$ cat src/rtl/demux_stream_1xn.sv
// demux_stream_1xn: registered 1-to-N stream demux with addressed or round-robin routing
module demux_stream_1xn #(
  parameter int DATA_W = 8,
  parameter int N_OUT  = 4,
  parameter int SEL_W  = 2,
  parameter int MODE   = 0,
  parameter int CNT_W  = 8
) (
  input  logic              clk_i,
  input  logic              rst_ni,
  input  logic              in_valid_i,
  output logic              in_ready_o,
  input  logic [DATA_W-1:0] in_data_i,
  input  logic [SEL_W-1:0]  in_sel_i,
  output logic [N_OUT-1:0]  out_valid_o,
  input  logic [N_OUT-1:0]  out_ready_i,
  output logic [DATA_W-1:0] out_data_o,
  output logic              err_o,
  output logic [CNT_W-1:0]  drop_cnt_o
);
  localparam int NS = 2 ** SEL_W;
  localparam logic [SEL_W:0]   N_LIM = (SEL_W + 1)'(N_OUT);
  localparam logic [SEL_W-1:0] LAST  = SEL_W'(N_OUT - 1);
  logic              full_q, full_d, err_q, err_d;
  logic [SEL_W-1:0]  dest_q, dest_d, rr_q, rr_d, sel;
  logic [DATA_W-1:0] data_q, data_d;
  logic [CNT_W-1:0]  cnt_q, cnt_d;
  logic [NS-1:0]     rdy_ext;
  logic              drain, xfer, oor, load, drop;
  // Padding lets a SEL_W-wide index address the ready vector exactly
  assign rdy_ext    = NS'(out_ready_i);
  assign drain      = full_q & rdy_ext[dest_q];
  assign in_ready_o = !full_q | drain;
  assign xfer       = in_valid_i & in_ready_o;
  assign sel        = (MODE != 0) ? rr_q : in_sel_i;
  assign oor        = (MODE == 0) && ({1'b0, in_sel_i} >= N_LIM);
  assign load       = xfer & !oor;
  assign drop       = xfer & oor;
  always_comb begin
    full_d = load | (full_q & !drain);
    dest_d = load ? sel : dest_q;
    data_d = load ? in_data_i : data_q;
    rr_d   = (MODE != 0 && xfer) ? ((rr_q == LAST) ? '0 : rr_q + 1'b1) : rr_q;
    err_d  = drop;
    cnt_d  = (drop && !(&cnt_q)) ? cnt_q + 1'b1 : cnt_q;
  end
  always_ff @(posedge clk_i) begin
    if (!rst_ni) begin
      full_q <= 1'b0;
      dest_q <= '0;
      data_q <= '0;
      rr_q   <= '0;
      err_q  <= 1'b0;
      cnt_q  <= '0;
    end else begin
      full_q <= full_d;
      dest_q <= dest_d;
      data_q <= data_d;
      rr_q   <= rr_d;
      err_q  <= err_d;
      cnt_q  <= cnt_d;
    end
  end
  assign out_valid_o = full_q ? (N_OUT'(1) << dest_q) : '0;
  assign out_data_o  = data_q;
  assign err_o       = err_q;
  assign drop_cnt_o  = cnt_q;
endmodule

$ cat config.mk
export PLATFORM = sky130hd
export DESIGN_NAME = demux_stream_1xn
export DESIGN_NICKNAME = d
export VERILOG_FILES = /design/src/rtl/demux_stream_1xn.sv
export SDC_FILE = /design/constraint.sdc
export NUM_CORES = 1
export LEC_CHECK = 0
export CORE_ASPECT_RATIO = 0.9
export CORE_MARGIN = 10
export CORE_UTILIZATION = 34
export DETAILED_ROUTE_END_ITERATION = 8
export MAX_ROUTING_LAYER = met4
export PLACE_DENSITY_LB_ADDON = 0.1
export SLEW_MARGIN = 20
export SYNTH_ARGS = -nofsm -noshare
export SYNTH_HDL_FRONTEND = slang
export SYNTH_SLANG_ARGS = --single-unit
$ cat constraint.sdc
create_clock -name clk_i -period 1.42 [get_ports clk_i]
set_input_delay 0.213 -clock clk_i [delete_from_list [all_inputs] [get_ports clk_i]]
set_output_delay 0.213 -clock clk_i [all_outputs]
set_load 0.01 [all_outputs]
# [Word-level counts from Yosys, hierarchy flattened]
# Index checks and enable logic that the tools add are counted.
[classes] bitwise_logic=5 muxes=3 shifts=1 order_cmp=1 n_reduce_logical=2
[ops] op="$mux W4" n=1
[ops] op="$shl A1 B2 Y4 const A" n=1
[ops] op="$and A1 B1 Y1" n=3
[ops] op="$lt A2 B3 Y1 const B" n=1
[ops] op="$bmux W1 S2" n=1
[ops] op="$logic_not A1 Y1" n=2
[ops] op="$or A1 B1 Y1" n=2
[ops] op="$mux W1" n=1
[totals] elab_cells=15 reg_bits=11 input_bits=17

# [Depth between registers and ports, before layout]
[logic_depth] word_depth=6 ltp_mapped=5

# [Least setup slack after synthesis]
# No wires, ideal clock.
[synth_timing] path_kind="reg-to-reg" start="register dest_q[0]" end="register dest_q[0]" arrival_ns=1.174 synth_period_minus_slack_ns=1.246 stages_incl_launch_ff=6 setup_slack_ns=0.174 path_buffers=2 cell_sequence="dfxtp_1 > buf_6 > mux2i_1 > a221oi_2 > buf_6 > mux2i_1"
[synth_via] elab_chain_len=5
[synth_lines] item="from (decl)" line="25" source="logic [SEL_W-1:0] dest_q, dest_d, rr_q, rr_d, sel;"
[synth_lines] item="from (signal assigned)" line="57" source="dest_q <= dest_d;"
[synth_lines] item="$bmux W1 S2" line="32" source="assign drain = full_q & rdy_ext[dest_q];"
[synth_lines] item="$mux W1 (not written as such)" line="32"
[synth_lines] item="$and A1 B1 Y1" line="32"
[synth_lines] item="$or A1 B1 Y1" line="33" source="assign in_ready_o = !full_q | drain;"
[synth_lines] item="$and A1 B1 Y1" line="34" source="assign xfer = in_valid_i & in_ready_o;"
# Every way passes these cells. The select of a mux whose other input is x is not followed.
# A chain may end at the register's enable or synchronous reset.

# [Final worst setup path]
# Ends and elaborated chain as after synthesis.

==> metrics <==
status=complete, but fails checks; failing checks=setup timing; starting density of the core=0.354; Final ANT Viol Nets=0; Peak Freq=703 MHz; largest area contributor in the netlist=dfxtp_1; CP arrival=1.62 ns; vias=544; DPL Wire Length=1320 um; setup-violating endpoint count in the final report=1; min cycle time layout=approximately 1.4 ns; die width=63.9 um; Yosys reg bits=11; Hold Fails Final Rpt=0; GRT overflow=0; CTS tree=yes; critical path class=reg2reg; Mean Syn Cell Area=between 8 and 9 um2; vias in the first global route=roughly 600; die area=3800 um2; Seq/Total Area, Yosys=0.374; total track usage=0.0968; WP data required=1.61 ns; diodes inserted=0; Inserted Clock Buffers=3; RSZ-0062 raised after global routing=true; core area=1660 um2; Synthesis Warnings=0; clock buffer depth=2; final instance area=1000 um2; utilization after layout=0.602; maximum number of pins on one net before global-route repair=22; clk_lat worst skew=0.27 ns; max cap viols=0; Num Clock Sinks=11; crit end category=flop; port bufs=29; worst path setup slack after routing=-0.00253 ns; non-filler cells in the finished layout=between 100 and 150; worst min path class=reg2reg; Avg WL per Cell=13.9 um; H-tree lvl count=1; initial antenna violation count=0; Layout Skew=0.00103 ns; DP Area=915 um2; Rows=14; reg2reg setup slack=-0.003 ns; Post-Syn Area=589 um2; vias per cell=roughly 4.3; Synth area leaders=dfxtp_1 (37%), mux2i_1 (20%), nand2_1 (13%), buf_4 (11%), buf_6 (3.8%); Overall Power=~0.8 mW; Syn Inst Count=67; Crit Path Max Fanout=5; fin. max-slew vios=0; die height=59.5 um; Root Driver=clkbuf_4; Pwr Density=803 nW/um2; drt pass-1 iters=3; Synth top area share=0.374; Tcrit/Tclk final=1.00; Leak=0.457 nW; routed wire length=approximately 1800 um; commonest non-fill, non-tap cell in the layout=clkdlybuf4s50_1; Area growth, synth to finish=69.9%; DR DRC count=0; share of cells above drive strength 1=0.231; Peak supply drop=0.463 mV; most frequent cells in the layout=clkdlybuf4s50_1 (23), nand2_1 (20), mux2i_1 (10); placed insts=123; first-pass GRT wire length=2790 um; startpoint types=flop; Ports=39; Worst-path clk slew=0.07 ns; Iter 0 DRT Violations=17; nets@finish=122; Placer Congestion=between 0.7 and 0.8; post-synthesis cell type count=15
-- cell usage after synthesis (all sizes together) --
cell type,number
nor2b,2
a221oi,1
inv,1
and3,1
conb,1
and2b,1
a21boi,1
buf,11
and2,2
mux2i,12
nand2,20
dfxtp,11
a22oi,1
clkbuf,2
-- report_power, final --
group          internal (mW)  leakage [nW]  switching, mW  total [mW]
combinational          0.142         0.350         0.0968       0.239
sequential             0.331        0.0918         0.0157       0.347
clock                  0.109        0.0150          0.110       0.218
-- worst paths after layout --
path,from,to,cells after the start
worst max-delay path,dest_q[0],dest_q[0],5
worst min-delay path,out_data_o[1],out_data_o[1],2
worst max register to register,dest_q[0],dest_q[0],5
worst min register to register,out_data_o[1],out_data_o[1],2
-- layer usage --
| metal | vias up | track usage | part of all wire | routed length, um |
|---|---|---|---|---|
| li1 | 273 | - | - | - |
| met1 | 239 | 0.104 | 0.45 | 797 |
| met2 | 28 | 0.143 | 0.44 | 785 |
| met3 | 4 | 0.0529 | 0.097 | 173 |
| met4 | 0 | 0.0467 | 0.013 | 23 |
| met5 | - | - | 0 | 0 |
-- cells by family after synthesis --
group	Yosys count	synth area share
simple gates	26	0.193
buf+inv	14	0.172
mux	12	0.204
flops	11	0.374
compound gates	3	0.0510
other cells	1	0.00636
-- final cells by class --
class | count | area [um2]
tap | 24 | 30.0
sequential | 11 | 225
multi-input combinational | 50 | 343
timing repair buffer | 38 | 373
fill | 157 | 663
clock buffer | 4 | 26.3
inverter | 1 | 3.75
-- sequential cells by signal, indices dropped and copies added (netlist names) --
signal,count
dest_q,2
full_q,1
out_data_o,8
-- worst max-delay path, stage by stage (launching register included) --
cell	delay (ns)
dfxtp_4	0.37
mux2i_4	0.19
buf_6	0.12
a221oi_4	0.31
buf_6	0.18
mux2i_1	0.18
-- timing repair --
| action | in CTS | in global routing |
|---|---|---|
| setup buffers | 0 | 0 |
| cloned | 0 | 1 |
| pin swaps | 0 | 2 |
| gates resized for setup | 15 | 18 |
| endpoints found under the setup margin | 15 | 15 |
| hold buffers | 0 | 0 |
-- through the flow --
| step | hold slack [ns] | TNS (ns) | setup slack (ns) |
|---|---|---|---|
| finish | 0.458 | -0.00253 | -0.00253 |
| global route | 0.489 | -0.619 | -0.0914 |
| CTS | 0.463 | -0.0944 | -0.0803 |
| detailed placement | 0.447 | -3.10 | -0.379 |
| global placement | 0.441 | -2.72 | -0.337 |
| floorplan | 0.355 | 0 | 0.174 |
(Power assumes the default switching activity.)
